File: config.mk
export PLATFORM = sky130hd
export DESIGN_NAME = memory_address_register
export DESIGN_NICKNAME = d
export VERILOG_FILES = /design/src/rtl/sap1_pkg.sv /design/src/rtl/memory_address_register.sv
export SDC_FILE = /design/constraint.sdc
export NUM_CORES = 1
export LEC_CHECK = 0
export CORE_AREA = 2 2 39 41
export CTS_CLUSTER_DIAMETER = 120
export CTS_CLUSTER_SIZE = 28
export DETAILED_ROUTE_END_ITERATION = 6
export DIE_AREA = 0 0 41 43
export SLEW_MARGIN = 10
export SYNTH_ARGS = -nofsm -noshare
export SYNTH_HDL_FRONTEND = slang
export SYNTH_SLANG_ARGS = --single-unit
export TNS_END_PERCENT = 1
File: constraint.sdc
create_clock -name clk -period 0.8 [get_ports clk]
set_input_delay 0.08 -clock clk [delete_from_list [all_inputs] [get_ports clk]]
set_output_delay 0.08 -clock clk [all_outputs]
set_load 0.005 [all_outputs]
File: src/rtl/sap1_pkg.sv
// Shared SAP-1 definitions: default address width, address word type and the
// active-low control-strobe convention used by the bus-loaded registers.
package sap1_pkg;

    localparam int unsigned SAP1_ADDR_W = 4;

    typedef logic [SAP1_ADDR_W-1:0] addr_t;

    // Control strobes from the controller-sequencer are asserted low.
    typedef enum logic {
        CTRL_ASSERTED   = 1'b0,
        CTRL_DEASSERTED = 1'b1
    } ctrl_n_e;

endpackage

File: src/rtl/memory_address_register.sv
// SAP-1 Memory Address Register: captures w_bus on an active-low load strobe
// and drives the held address to the RAM from the register output only.
module memory_address_register
    import sap1_pkg::*;
#(
    parameter int unsigned           ADDR_W     = SAP1_ADDR_W,
    parameter logic [ADDR_W-1:0]     RESET_ADDR = '0
) (
    input  logic              clk,
    input  logic              rst,
    input  logic              lm_n,
    input  logic [ADDR_W-1:0] w_bus,
    output logic [ADDR_W-1:0] ram_addres
);

    logic [ADDR_W-1:0] addr_q;
    logic [ADDR_W-1:0] addr_d;

    // Conditional operator keeps an unknown strobe visible as X on the address.
    always_comb begin
        addr_d = addr_q;
        addr_d = (lm_n == CTRL_ASSERTED) ? w_bus : addr_q;
    end

    always_ff @(posedge clk) begin
        if (rst) begin
            addr_q <= RESET_ADDR;
        end else begin
            addr_q <= addr_d;
        end
    end

    assign ram_addres = addr_q;

endmodule

==> results.sh <==
export IMPL_outcome="finished, final reports clean"
export IMPL_hp_start="lm_n"
export IMPL_clk_latency_ns=0.23
export IMPL_coreArea_mm2=0.001384
export IMPL_worstPathArrival_ns=0.65
export IMPL_path_cells="buf_2"
export IMPL_worstMarginPinSlew_ns=0.2166
export IMPL_hold_worst_slack_ns=0.3852
export IMPL_hold_buffers=0
export IMPL_grt_pass1_wl_um=386
export IMPL_synth_simple_area_share_pct=10.71
export IMPL_synth_mux_area_share_pct=28.57
export IMPL_drive_gt1_share_pct=40.00
export IMPL_synthAdderAreaFrac_pct=0
export IMPL_n_antenna_cell=0
export IMPL_cts_tree="done"
export IMPL_p_per_area_mw_per_mm2=2001
export IMPL_multi_input_area_um2=55.05
export IMPL_p_leak_nw=0.1240
export IMPL_ys_ff_latch=4
export IMPL_tns_ns=0
export IMPL_fin_nets=34
export IMPL_fin_crit_sh_pct=91.12
export IMPL_setup_viol=0
export IMPL_row_count=14
export IMPL_seq_area_frac_synth_pct=57.14
export IMPL_drtPass1Iterations=2
export IMPL_slew_headroom_pct=85.56
export IMPL_clk_path_buf_depth=2
export IMPL_synthCells=13
export IMPL_netlist_area_leader_share_pct=57.14
export IMPL_critical_path_top_delay_family="flip-flops"
export IMPL_grt_start_max_net_pins=5
export IMPL_totalWireLength_um=314
export IMPL_ff_latch_area_um2=83.83
export IMPL_drv_cap=0
export IMPL_avgViaCountPerCell=3.122
export IMPL_cts_root_buf="clkbuf_4"
export IMPL_io_pins=11
export IMPL_post_cts_buffers=0
export IMPL_synth_compound_area_share_pct=0
export IMPL_antenna_left=0
export IMPL_antenna_found_initial=0
export IMPL_largest_reg_flops=4
export IMPL_yosysWarnings=0
export IMPL_place_congestion=0.4327
export IMPL_synth_fp_nets=20
export IMPL_htree_num_levels=1
export IMPL_crit_required_ns=0.72
export IMPL_timing_critical_path_buf_inv=1
export IMPL_clkSinkCount=4
export IMPL_worstSetupStartpoint="ram_addres[0]$_SDFFE_PP0N_"
export IMPL_critical_path_class="register to primary output"
export IMPL_numCtsBuffers=3
export IMPL_grt_setup_unrepaired="no"
export IMPL_fillerInstances=170
export IMPL_final_cell_area_um2=260.3
export IMPL_synth_top_family_by_area="multiplexers"
export IMPL_die_w_um=41
export IMPL_fin_crit_ns=0.7289
export IMPL_drc=0
export IMPL_finalHoldViolCount=0
export IMPL_cpPeakStageDelay_ns=0.31
export IMPL_post_route_util_pct=18.81
export IMPL_dr_first_iter_drc_count=2
export IMPL_routedWlPerCell_um=7.659
export IMPL_syn_area_per_cell_um2=10.78
export IMPL_synth_area_um2=140.1
export IMPL_syn2layout_area_growth_pct=85.72
export IMPL_io_buffers=10
export IMPL_synth_xor_area_share_pct=0
export IMPL_synth_top_cell_by_area="dfxtp_1"
export IMPL_end_kind="primary output"
export IMPL_num_vias=128
export IMPL_grt_util_all_layers_pct=4.413
export IMPL_synth_distinct_cells=4
export IMPL_reg2reg_from="ram_addres[1]$_SDFFE_PP0N_"
export IMPL_dieArea_mm2=0.001763
export IMPL_max_freq_ghz=1.372
export IMPL_start_kind="register"
export IMPL_yosys_top_cells_area="dfxtp_1 57%, mux2i_1 29%, nor2_1 11%"
export IMPL_skew_ns=0
export IMPL_ir_drop_uv=248.1
export IMPL_clkSlewWorstSetupHoldPaths_ns=0.04
export IMPL_critPathSlowestCell="dfxtp_1"
export IMPL_die_h_um=43
export IMPL_placed_cell_area_um2=255.2
export IMPL_maxSlewViolCount=0
export IMPL_cp_max_fo=2
export IMPL_hp_class="primary input to register"
export IMPL_grt_pass1_vias=120
export IMPL_gr_total_overflow=0
export IMPL_initial_core_util_pct=10.13
[layout by cell type (no fill, tap or decap)]
cell / count
dfxtp_1: 1
mux2i_1: 4
dfxtp_2: 3
dlygate4sd2_1: 1
clkdlybuf4s50_1: 5
nor2_1: 4
clkbuf_4: 3
buf_2: 4
[cells in the mapped netlist]
library cell,count
clkbuf_2,1
dfxtp_1,4
mux2i_1,4
nor2_1,4
[layer usage]
layer	global-route usage [%]	vias to the layer above	share of wire (%)
li1	-	67	-
met1	1.923	51	31
met2	5.000	10	41
met3	2.094	0	28
met4	12.00	0	0
met5	0	-	0
[where the power goes]
group	leakage, nW	total, mW	switching, mW	internal [mW]
registers	0.0341	0.219	0.00471	0.214
clock network	0.0138	0.238	0.0706	0.167
logic	0.0761	0.0640	0.0212	0.0427
total	0.124	0.521	0.0966	0.424
[final timing paths]
| path | end | slack [ns] | depth (start not counted) |
|---|---|---|---|
| max | ram_addres[0] | 0.07 | 1 |
| min | ram_addres[0]$_SDFFE_PP0N_ | 0.39 | 3 |
| max reg2reg | ram_addres[1]$_SDFFE_PP0N_ | 0.19 | 2 |
| min reg2reg | ram_addres[3]$_SDFFE_PP0N_ | 0.48 | 2 |
[tightest hold or removal path, cell delays in order]
cell,delay (ns)
dlygate4sd2_1,0.32
mux2i_1,0.11
nor2_1,0.07
[cell type report]
| type | count | share of cell area, % |
|---|---|---|
| timing repair buffer | 10 | 30.29 |
| multi-input combinational | 8 | 21.15 |
| clock buffer | 3 | 8.654 |
| sequential | 4 | 32.21 |
| tap | 16 | 7.692 |
[kinds of logic (layout without fill, tap and decap cells)]
| family | Yosys count | in the layout |
|---|---|---|
| multiplexers | 4 | 4 |
| flip-flops | 4 | 4 |
| AND/OR/NAND/NOR | 4 | 4 |
| buffers and inverters | 1 | 13 |
[metrics by stage]
stage	cells	setup WS, ns	power, mW
final	41	0.07105	0.5207
after global routing	41	0.03938	0.5553
after CTS	41	-0.02277	0.5398
after detailed placement	38	-0.2700	0.2985
after global placement	38	-0.2656	0.2979
after floorplan	13	0.2286	0.2445
[repair_timing]
action / CTS / global route
pin swaps: 0 / 0
resized for setup: 18 / 1
setup endpoints to repair: 8 / 1
cloned: 0 / 0
Note: power is estimated with default switching activity, not from simulation.
==> patch 1: new RTL, same settings <==
Change the package constant `SAP1_ADDR_W` from 4 to 6.
--- a/src/rtl/sap1_pkg.sv
+++ b/src/rtl/sap1_pkg.sv
@@ -3,5 +3,5 @@
 package sap1_pkg;
 
-    localparam int unsigned SAP1_ADDR_W = 4;
+    localparam int unsigned SAP1_ADDR_W = 6;
 
     typedef logic [SAP1_ADDR_W-1:0] addr_t;
Ports: changed (resized ram_addres and w_bus); port bits go from 11 to 15. No check against the original RTL was run, so the function may have changed too.
==> patch 1 against the unedited design <==
- total power is 35% higher
- area after synthesis is 53% higher
- largest cell class is now buffers
- sequential share of layout area is 1.2 points higher
- worst setup slack worse by 0.014 ns
- critical endpoint is now ram_addres[3]
- via count is 51% higher
- routed wire length is 43% higher
- largest power group is now registers
- sequential cell count is 2 higher
- design area is 47% higher
==> patch 1: results (changes against the unedited design) <==
stage,metric,value,unit,change
status,outcome,finished clean,,unchanged
final_layout,NonClk Buf Share,33.77,%,was 30.29%
synth,post-synthesis register bit count,6,,was 4
placement,RD Place Congestion,0.5611,,was 0.4327
final_layout,footprint of the multi-input gates,82.58,um^2,was 55.05 um^2
drt,metal3 WL,71,um,was 87 um
final_layout,proportion of layout cells with a drive suffix above 1,44.44,%,was 40.00%
drt,initial DRC count,2,,unchanged
synth,Mapped Avg Cell Area,11.26,um^2,was 10.78 um^2
final_layout,Storage cell area,127.6,um^2,was 83.83 um^2
power,clock group power,269,uW,was 238 uW
synth,ys flop type,dfxtp_1,,unchanged
power,Peak VDD IR,0.7904,mV,was 0.2481 mV
critical_path,slowest CP cell,dfxtp_2,,was dfxtp_1
grt,M1 GR Usage,5.178,%,was 1.923%
clock_network,H-Tree Level Count,1,,unchanged
sta,clock skew,0,ns,unchanged
clock_network,Post CTS Setup Buffer Count,0,,unchanged
synth,Syn Nets,28,,was 20
power,switching part of the total power,20.15,%,was 18.55%
placement,DP Cell Count,49,,was 38
drt,met1 WL,170,um,was 98 um
placement,Port Buffers,14,,was 10
drt,WL/cell,8.654,um,was 7.659 um
grt,met2 usage,10.00,%,was 5.000%
final_layout,Largest register FFs,6,,was 4
grt,first-pass GRT wire length,676,um,was 386 um
grt,met3 usage,7.853,%,was 2.094%
final_layout,Multi-In Gates,12,,was 8
sta,Slew @ Worst Pin,0.2036,ns,was 0.2166 ns
grt,vias in the first global route,190,,was 120
final_layout,fillcell total,155,,was 170
final_layout,clk cell area share,5.902,%,was 8.654%
synth,synth warn,0,,unchanged
synth,Async SR Flop Fraction,0,%,unchanged
grt,Tot GR Track Use,6.338,%,was 4.413%
final_layout,Non-Clock Buffer Count,15,,was 10
synth,Area contributors post-synth,"dfxtp_1 56%, mux2i_1 28%, nor2_1 11%, buf_6 5.3%",,"was dfxtp_1 57%, mux2i_1 29%, nor2_1 11%, clkbuf_2 3.6%"
clock_network,CTS resizes,30,,was 18
drt,met2 routed WL,208,um,was 129 um
power,sequential power,329,uW,was 219 uW
power,leakage,0.1844,nW,was 0.1240 nW
drt,final wirelength,450,um,was 314 um
drt,vias per inst,3.712,,was 3.122
synth,sequential area share after synthesis,56.14,%,was 57.14%
final_layout,# diodes,0,,unchanged
grt,pin count of the biggest net entering global routing,7,,was 5
final_layout,# nets final,47,,was 34
synth,top post-synthesis cells by count,"6 x dfxtp_1, 6 x mux2i_1, 6 x nor2_1",,"was 4 x dfxtp_1, 4 x mux2i_1, 4 x nor2_1"
critical_path,"Data arrival, critical path",0.66,ns,
-- patch 1: cell families after synthesis --
group	share of synthesized area (%)
AND/OR/NAND/NOR	10.53
flip-flops	56.14
buffers and inverters	5.263
multiplexers	28.07
-- patch 1: through the flow --
stage	setup TNS, ns	area (um^2)	power, mW	setup slack, ns	util, %
final	0	381.6	0.7026	0.05672	27.58
after detailed placement	-2.173	382.9	0.4575	-0.2815	27.67
after global routing	0	381.6	0.7480	0.02548	27.58
after floorplan	0	214.0	0.3691	0.2286	-
after global placement	-2.102	382.9	0.4563	-0.2689	27.67
after CTS	-0.03476	387.9	0.7228	-0.03476	28.03
-- patch 1: path summary, 6_finish.rpt --
check | from | cells past startpoint | end | slack [ns]
hold reg to reg | ram_addres[2] | 2 | ram_addres[2] | 0.48
hold / removal | lm_n | 4 | ram_addres[2] | 0.39
setup reg to reg | ram_addres[4] | 2 | ram_addres[4] | 0.20
setup / recovery | ram_addres[3] | 1 | ram_addres[3] | 0.06
==> patch 2: new RTL, config.mk and constraints unchanged <==
Without the edit above. Register the inputs `lm_n` and `w_bus` before use, cleared by the reset. The logic sees them one clock later.
--- a/src/rtl/memory_address_register.sv
+++ b/src/rtl/memory_address_register.sv
@@ -14,4 +14,17 @@
 );
 
+    logic lm_n_q;
+    logic [ADDR_W-1:0] w_bus_q;
+
+    always_ff @(posedge clk) begin
+        if (rst) begin
+            lm_n_q  <= '0;
+            w_bus_q <= '0;
+        end else begin
+            lm_n_q  <= lm_n;
+            w_bus_q <= w_bus;
+        end
+    end
+
     logic [ADDR_W-1:0] addr_q;
     logic [ADDR_W-1:0] addr_d;
@@ -20,5 +33,5 @@
     always_comb begin
         addr_d = addr_q;
-        addr_d = (lm_n == CTRL_ASSERTED) ? w_bus : addr_q;
+        addr_d = (lm_n_q == CTRL_ASSERTED) ? w_bus_q : addr_q;
     end
 
Check against the original RTL: not equivalent (a bounded check fails within 4 cycles, from zero or initial values and one cycle with rst high).
==> patch 2 against the unedited design <==
- register-to-register slack got worse by 0.10 ns
- routed wire length rose by 26%
- area after synthesis rose by 98%
- combinational power rose by 19%
- worst setup slack got worse by 0.034 ns
- design area rose by 62%
- sequential cell count rose by 5
- global-route usage rose by 2.1 points
- total power rose by 72%
==> patch 2: results (changes against the unedited design) <==
stage,metric,value,unit,change
drt,vias per inst,3.611,,was 3.122
critical_path,Reg2Reg Setup Slack,0.09,ns,was 0.19 ns
synth,Syn Nets,30,,was 20
drt,final wirelength,397,um,was 314 um
placement,Port Buffers,10,,unchanged
synth,Cell variety after synth,5,,was 4
synth,synth warn,0,,unchanged
power,leakage,0.1790,nW,was 0.1240 nW
clock_network,Num CTS Buffers,3,,unchanged
clock_network,CTS max path bufs,2,,unchanged
clock_network,Post CTS Setup Buffer Count,0,,unchanged
placement,RD Place Congestion,0.5551,,was 0.4327
clock_network,H-Tree Level Count,1,,unchanged
hold_path,Hold Startpoint,lm_n,,unchanged
critical_path,"Data arrival, critical path",0.68,ns,was 0.65 ns
final_layout,fillcell total,149,,was 170
drt,initial DRC count,3,,was 2
hold_path,Worst Hold End,lm_n_q,,was ram_addres[0]
critical_path,RR Endpoint,ram_addres[1],,unchanged
status,outcome,finished clean,,unchanged
clock_network,"CTS clk-pin slew, worst paths",0.06,ns,was 0.04 ns
clock_network,CTS resizes,20,,was 18
grt,vias in the first global route,187,,was 120
critical_path,Reg-to-Reg Start,lm_n_q,,was ram_addres[1]
grt,Tot GR Track Use,6.471,%,was 4.413%
grt,pin count of the biggest net entering global routing,6,,was 5
sta,Slew @ Worst Pin,0.1173,ns,was 0.2166 ns
final_layout,# diodes,0,,unchanged
synth,Area contributors post-synth,"dfxtp_1 65%, mux2i_1 14%, nor2b_1 11%, nor2_1 5.4%, buf_6 4.1%",,"was dfxtp_1 57%, mux2i_1 29%, nor2_1 11%, clkbuf_2 3.6%"
hold_path,class of the worst hold path,primary input to flip-flop,,unchanged
critical_path,critical-path maximum fanout,2,,unchanged
final_layout,# nets final,46,,was 34
clock_network,clk_lat worst skew,0.25,ns,was 0.23 ns
grt,first-pass GRT wire length,696,um,was 386 um
synth,top post-synthesis cells by count,"9 x dfxtp_1, 5 x nor2b_1, 4 x mux2i_1, 4 x nor2_1, 1 x buf_6",,"was 4 x dfxtp_1, 4 x mux2i_1, 4 x nor2_1"
hold_path,hold depth,2,,was 3
final_layout,proportion of layout cells with a drive suffix above 1,36.84,%,was 40.00%
sta,clock skew,0.0003178,ns,was 0 ns
critical_path,slowest CP cell,dfxtp_2,,was dfxtp_1
placement,Area after DPL,401.6,um^2,was 255.2 um^2
synth,sequential area share after synthesis,64.86,%,was 57.14%
power,Peak VDD IR,0.7348,mV,was 0.2481 mV
clock_network,Root Buffer,clkbuf_4,,unchanged
-- patch 2: metrics by stage --
stage	setup TNS, ns	instances	hold slack (ns)	setup slack, ns
global placement	-0.7006	50	0.4419	-0.09446
finish	0	54	0.3702	0.03672
detailed placement	-0.7285	50	0.4523	-0.09522
floorplan	0	23	0.1516	0.07002
CTS	-0.05662	54	0.3663	-0.05662
global route	0	54	0.3761	0.001535
-- patch 2: cell families (layout without fill, tap and decap cells) --
logic type / Yosys count / count (layout) / share of synthesized area, %
buffers and inverters: 1 / 16 / 4.054
flip-flops: 9 / 9 / 64.86
multiplexers: 4 / 4 / 14.41
AND/OR/NAND/NOR: 9 / 9 / 16.67
-- patch 2: layout make-up --
cell class              count  area (um^2)  area share (%)
well taps                  16        20.02           4.734
flip-flops and latches      9        188.9           44.67
multi-input cells          13        86.33           20.41
repair buffers             12        101.3           23.96
clock buffers               4        26.28           6.213
-- patch 2: worst max path at each step --
stage / end / start / cells after the start
floorplan: ram_addres[0] / lm_n_q / 3
global placement: ram_addres[2] / ram_addres[2] / 1
detailed placement: ram_addres[2] / ram_addres[2] / 1
CTS: ram_addres[3] / ram_addres[3] / 1
global route: ram_addres[3] / ram_addres[3] / 1
finish: ram_addres[2] / ram_addres[2] / 1
-- patch 2: layer usage --
| layer | routed length, um | GRT usage [%] |
|---|---|---|
| met1 | 179 | 8.553 |
| met2 | 177 | 7.187 |
| met3 | 40 | 3.141 |
| met4 | 0 | 6.000 |
| met5 | 0 | 0 |
-- patch 2: power by group --
group          switching [mW]  total (mW)  internal, mW  leakage [nW]
Combinational          0.0204      0.0762        0.0558        0.0873
Clock                   0.147       0.339         0.191        0.0150
Sequential             0.0115       0.483         0.471        0.0767
